[src/rtl/seq_mult32_cla_pkg.sv]
`timescale 1ns/1ps
`default_nettype none
// ============================================================================
//  Module      : seq_mult32_cla_pkg
//  Description : Shared constants and FSM state encoding for the sequential
//                32x32 shift-add multiplier.
//  Revision    : 1.0 - initial release
// ============================================================================
package seq_mult32_cla_pkg;

    // Operand width; fixed by the 32-bit CLA used as the iteration adder.
    localparam int MULT_WIDTH = 32;
    // Iteration counter width; must be able to hold the value MULT_WIDTH.
    localparam int MULT_CNT_W = 6;

    typedef enum logic [1:0] {
        ST_IDLE = 2'd0,
        ST_BUSY = 2'd1,
        ST_DONE = 2'd2
    } state_t;

endpackage
`default_nettype wire

[src/rtl/seq_mult32_cla_adder.sv]
`timescale 1ns/1ps
`default_nettype none
// ============================================================================
//  Module      : CLA32bit
//  Description : 32-bit carry-look-ahead adder. Eight 4-bit lookahead groups;
//                each group produces its carry-out from group generate and
//                propagate terms, so the carry crosses one group per level.
//  Ports       : a, b   - 32-bit addends
//                cin    - carry in
//                sum    - 32-bit sum
//                cout   - carry out
//  Revision    : 1.0 - initial release
// ============================================================================
module CLA32bit (
    input  logic [31:0] a,
    input  logic [31:0] b,
    input  logic        cin,
    output logic [31:0] sum,
    output logic        cout
);

    logic [31:0] w_g;
    logic [31:0] w_p;
    logic [32:0] w_c;

    assign w_g    = a & b;
    assign w_p    = a ^ b;
    assign w_c[0] = cin;

    for (genvar gi = 0; gi < 8; gi++) begin : g_grp
        localparam int B = 4 * gi;
        logic w_gg;
        logic w_pg;

        assign w_c[B+1] = w_g[B]   | (w_p[B]   & w_c[B]);
        assign w_c[B+2] = w_g[B+1] | (w_p[B+1] & w_g[B])
                        | (w_p[B+1] & w_p[B] & w_c[B]);
        assign w_c[B+3] = w_g[B+2] | (w_p[B+2] & w_g[B+1])
                        | (w_p[B+2] & w_p[B+1] & w_g[B])
                        | (w_p[B+2] & w_p[B+1] & w_p[B] & w_c[B]);

        // Group generate/propagate give the carry into the next group.
        assign w_gg = w_g[B+3] | (w_p[B+3] & w_g[B+2])
                    | (w_p[B+3] & w_p[B+2] & w_g[B+1])
                    | (w_p[B+3] & w_p[B+2] & w_p[B+1] & w_g[B]);
        assign w_pg = &w_p[B+3:B];

        assign w_c[B+4] = w_gg | (w_pg & w_c[B]);
    end

    assign sum  = w_p ^ w_c[31:0];
    assign cout = w_c[32];

endmodule
`default_nettype wire

[src/rtl/seq_mult32_cla.sv]
`timescale 1ns/1ps
`default_nettype none
// ============================================================================
//  Module      : seq_mult32_cla
//  Description : Unsigned 32x32 -> 64-bit shift-add multiplier. One partial
//                product is added per cycle through a single CLA32bit. One
//                multiply in flight; valid/ready on both sides.
//  Ports       : clk, rst_n                  - clock, async active-low reset
//                in_valid/in_ready           - operand handshake
//                multiplicand, multiplier    - operands, sampled on accept
//                out_valid/out_ready         - result handshake
//                product                     - 64-bit result, stable while valid
//                busy                        - high while BUSY or DONE
//  Revision    : 1.0 - initial release
// ============================================================================
module seq_mult32_cla
    import seq_mult32_cla_pkg::*;
#(
    parameter int WIDTH = MULT_WIDTH,   // only 32 is supported (CLA32bit width)
    parameter int CNT_W = MULT_CNT_W
) (
    input  logic               clk,
    input  logic               rst_n,
    input  logic               in_valid,
    output logic               in_ready,
    input  logic [WIDTH-1:0]   multiplicand,
    input  logic [WIDTH-1:0]   multiplier,
    output logic               out_valid,
    input  logic               out_ready,
    output logic [2*WIDTH-1:0] product,
    output logic               busy
);

    localparam logic [CNT_W-1:0] C_LAST = CNT_W'(WIDTH);

    state_t             r_state;
    logic [WIDTH-1:0]   r_m;
    logic [WIDTH-1:0]   r_p_hi;
    logic [WIDTH-1:0]   r_p_lo;
    logic [CNT_W-1:0]   r_cnt;

    logic [WIDTH-1:0]   w_b;
    logic [WIDTH-1:0]   w_sum;
    logic               w_cout;

    // Partial product for this iteration: multiplicand or zero by the
    // current low multiplier bit.
    assign w_b = r_p_lo[0] ? r_m : '0;

    CLA32bit u_cla (
        .a    (r_p_hi),
        .b    (w_b),
        .cin  (1'b0),
        .sum  (w_sum),
        .cout (w_cout)
    );

    // The 65-bit {carry, P_hi, P_lo} shift always brings a zero into the
    // carry position, so the adder carry-out lands directly in P_hi[MSB]
    // and no separate carry flop is needed.
    always_ff @(posedge clk or negedge rst_n) begin
        if (!rst_n) begin
            r_state   <= ST_IDLE;
            r_m       <= '0;
            r_p_hi    <= '0;
            r_p_lo    <= '0;
            r_cnt     <= '0;
            in_ready  <= 1'b1;
            out_valid <= 1'b0;
            busy      <= 1'b0;
            product   <= '0;
        end else begin
            case (r_state)
                ST_IDLE: begin
                    if (in_valid && in_ready) begin
                        r_m      <= multiplicand;
                        r_p_lo   <= multiplier;
                        r_p_hi   <= '0;
                        r_cnt    <= '0;
                        r_state  <= ST_BUSY;
                        in_ready <= 1'b0;
                        busy     <= 1'b1;
                    end
                end
                ST_BUSY: begin
                    if (r_cnt == C_LAST) begin
                        product   <= {r_p_hi, r_p_lo};
                        out_valid <= 1'b1;
                        r_state   <= ST_DONE;
                    end else begin
                        r_p_hi <= {w_cout, w_sum[WIDTH-1:1]};
                        r_p_lo <= {w_sum[0], r_p_lo[WIDTH-1:1]};
                        r_cnt  <= r_cnt + 1'b1;
                    end
                end
                ST_DONE: begin
                    if (out_ready) begin
                        out_valid <= 1'b0;
                        busy      <= 1'b0;
                        in_ready  <= 1'b1;
                        r_state   <= ST_IDLE;
                    end
                end
                default: begin
                    // Illegal encoding: fall back to a clean idle.
                    r_state   <= ST_IDLE;
                    out_valid <= 1'b0;
                    busy      <= 1'b0;
                    in_ready  <= 1'b1;
                end
            endcase
        end
    end

endmodule
`default_nettype wire
[config.mk]
export PLATFORM = sky130hd
export DESIGN_NAME = seq_mult32_cla
export DESIGN_NICKNAME = d
export VERILOG_FILES = /design/src/rtl/seq_mult32_cla_pkg.sv /design/src/rtl/seq_mult32_cla_adder.sv /design/src/rtl/seq_mult32_cla.sv
export SDC_FILE = /design/constraint.sdc
export NUM_CORES = 1
export LEC_CHECK = 0
export CAP_MARGIN = 10
export CELL_PAD_IN_SITES_DETAIL_PLACEMENT = 1
export CELL_PAD_IN_SITES_GLOBAL_PLACEMENT = 2
export CORE_ASPECT_RATIO = 0.75
export CORE_MARGIN = 4
export CORE_UTILIZATION = 25
export CTS_BUF_LIST = sky130_fd_sc_hd__clkbuf_8
export CTS_CLUSTER_SIZE = 10
export DETAILED_ROUTE_END_ITERATION = 8
export DONT_BUFFER_PORTS = 1
export PLACE_DENSITY = 0.56
export SKIP_CTS_REPAIR_TIMING = 1
export SYNTH_ARGS = -nofsm -noshare
export SYNTH_HDL_FRONTEND = slang
export SYNTH_SLANG_ARGS = --single-unit
[constraint.sdc]
create_clock -name clk -period 3.9 [get_ports clk]
set_clock_uncertainty 0.05 [all_clocks]
set_input_delay 0.78 -clock clk [delete_from_list [all_inputs] [get_ports clk]]
set_output_delay 0.78 -clock clk [all_outputs]
set_load 0.1 [all_outputs]
==> out/qor.csv <==
metric,value,unit
die_h,165,um
p_leak,0.00424,uW
crit_start,r_p_lo[0]$_DFFE_PN0P_,
rsz0062_at_grt,no,
io_pins,135,
hp-class,in -> async,
cts.path.max_buffers,2,
yosysTopAreaCell,dfrtp_1,
final_cell_mix,"169 x dfrtp_1, 107 x nand2_1, 84 x mux2_2, 50 x nor2_1",
tightest_slew,0.978,ns
clk_pin_slew,0.11,ns
synth_area_leaders,"dfrtp_1 52%, mux2_2 12%, ha_1 5.2%",
fin_area,9090,um^2
fin_hold_ws,-0.0622,ns
layout_setup_ws,0.406,ns
r2r_start,r_p_lo[0]$_DFFE_PN0P_,
slew_violations,0,
wl_per_cell,19.3,um
finalNonFillerCells,1177,
final_layout_size_suffix_gt1_frac,0.192,
drt_iter0_markers,164,
final_nets,832,
cp_num_buf_inv,1,
max_freq,286,MHz
antenna_left,0,
antenna_found_initial,0,
die_x,217,um
synth-seq-cells,171,
setup_viol,0,
ir_worst_vdd,0.000179,V
first_pass_iters,4,
dieArea,35800,um^2
numPortBuffers,0,
crit_arrival,3.77,ns
seqCellArea,4280,um^2
critPathKind,reg -> reg,
place_congestion,0.758,
start_util,0.253,
start_kind,flip-flop,
crit_slowest_cell,dfrtp_2,
drt-total-wl,22700,um
cp-endpoint,r_p_hi[28]$_DFFE_PN0P_,
power.density,643,nW/um^2
root_buffer,clkbuf_8,
rrSetupSlack,0.41,ns
coreArea,32400,um^2
antenna_cells,0,
min_period,3.49,ns
max_cap_viol_count,0,
postSynthCellCount,727,
avgSynthCellArea,11.3,um^2
grt.total_usage,0.130,
final_common_cell,dfrtp_1,
rows,57,
yosysWarnings,0,
reg2reg_to,r_p_hi[28]$_DFFE_PN0P_,
synthesis.area,8190,um^2
pre_cts_slack,0.0724,ns
finalCritPeriodShare,0.896,
drc,0,
synth_nets,837,
grt_pass1_wl,35400,um
path_common_cell,and2_1,
synthFlopType,dfrtp_1,
hold_violations,170,
viasPerCell,4.58,
grt_pass1_vias,5861,
area.growth.synth_to_final,11.0,%
dp_cells,1145,
cp_top_family,compound AO/OA/AOI/OAI gates,
nFillCells,3624,
postPlaceCellArea,8730,um^2
slowest_delay,0.70,ns
synth_top_area_share,0.519,
cp-end-kind,flip-flop,
finalSetupTns,0,ns
clk_latency,0.49,ns
ys_async_sr_fraction,1.00,
dp_hpwl,15700,um
cp.depth,11,
reg2regPathDepth,11,
violations,hold timing,
synth_edf_count,0,
cts_tree,yes,
synth-seq-area-share,0.523,
ys_types,54,
path_cells,and2_1 -> ha_1 -> and4_1 -> and2_1 -> a221o_1 -> a22o_1 -> a311oi_1 -> inv_1 -> fa_1 -> xnor2_1 -> o21ai_0,
cts-buffers-inserted,17,
vias,5386,
worstPathRequired,4.18,ns
multi_input_area,3750,um^2
crit_path_max_fanout,28,
utilization,0.281,
clock_sinks,171,
grt_overflow,0,
status,"finished, violations left",
slew-limit-headroom,0.348,
grt_max_degree,172,
htreeDepth,4,
## where the power goes
group	leakage (uW)	internal (uW)	switching (uW)
registers	0.00222	2200	898
logic	0.00184	677	832
clock network	0.000187	465	770
## Yosys cell counts, types with 2 or more instances
cell / n
o31ai_2: 2
nor2b_1: 6
ha_1: 34
o21ai_1: 11
a21oi_1: 20
a22o_1: 8
or3_1: 3
a21o_1: 8
nand3_1: 6
nand2b_1: 2
inv_1: 12
nor2_1: 50
fa_1: 8
nand4_1: 3
xnor2_1: 12
and2_1: 33
nand2_1: 108
buf_1: 5
a31oi_1: 34
o31ai_1: 6
o21ai_0: 17
and3_1: 3
mux2_1: 12
xor2_1: 13
dfrtp_1: 170
buf_2: 7
mux2_2: 84
a211oi_1: 2
clkbuf_1: 23
## flip-flops by register name, indices dropped and copies added (netlist names)
signal,cells
product,64
in_ready,1
r_p_hi,32
busy,1
r_cnt,6
r_state,2
r_p_lo,32
r_m,32
out_valid,1
## worst min-delay path by stage
stage,from,endpoint,slack (ns),cells past startpoint
4_1_cts,rst_n,r_p_lo[27]$_DFFE_PN0P_,-0.14,0
3_3_place_gp,rst_n,product[25]$_DFFE_PN0P_,0.44,0
3_5_place_dp,rst_n,r_p_lo[24]$_DFFE_PN0P_,0.44,0
5_1_grt,rst_n,r_p_lo[27]$_DFFE_PN0P_,-0.14,0
2_1_floorplan,r_p_hi[23]$_DFFE_PN0P_,r_p_hi[23]$_DFFE_PN0P_,0.41,2
6_report,rst_n,product[25]$_DFFE_PN0P_,-0.06,0
## worst register-to-register path: stages, from the launching register on
cell,delay [ns]
dfrtp_2,0.70
and2_1,0.27
ha_1,0.27
and4_1,0.24
and2_1,0.19
a221o_1,0.34
a22o_1,0.21
a311oi_1,0.31
inv_1,0.11
fa_1,0.42
xnor2_1,0.14
o21ai_0,0.09
## final cells by class
type                            count  area share
Clock buffer                       17      0.0257
Inverter                           12     0.00495
Tap cell                          442      0.0608
Sequential cell                   171       0.471
Multi-Input combinational cell    509       0.413
Clock inverter                     15      0.0140
Timing Repair Buffer               11      0.0105
## layer usage
layer  up-vias  share of wire  global-route usage
li1       2531              -                   -
met2        78           0.46               0.201
met1      2765           0.49               0.176
met5         -              0                   0
met4         0         0.0093              0.0352
met3        12          0.044              0.0429
## logic make-up after synthesis
group | share of synthesized area
simple gates | 0.129
compound gates | 0.0952
mux | 0.132
buf+inv | 0.0226
flops | 0.523
xor+xnor | 0.0267
fa+ha+maj | 0.0715
## stage by stage
step           total power, uW  hold slack [ns]
2_1_floorplan             4140            0.412
3_3_place_gp              4590            0.441
3_5_place_dp              4680            0.440
4_1_cts                   5970           -0.141
5_1_grt                   6300           -0.145
6_report                  5840          -0.0622
Power figures use the tool's default switching activity.
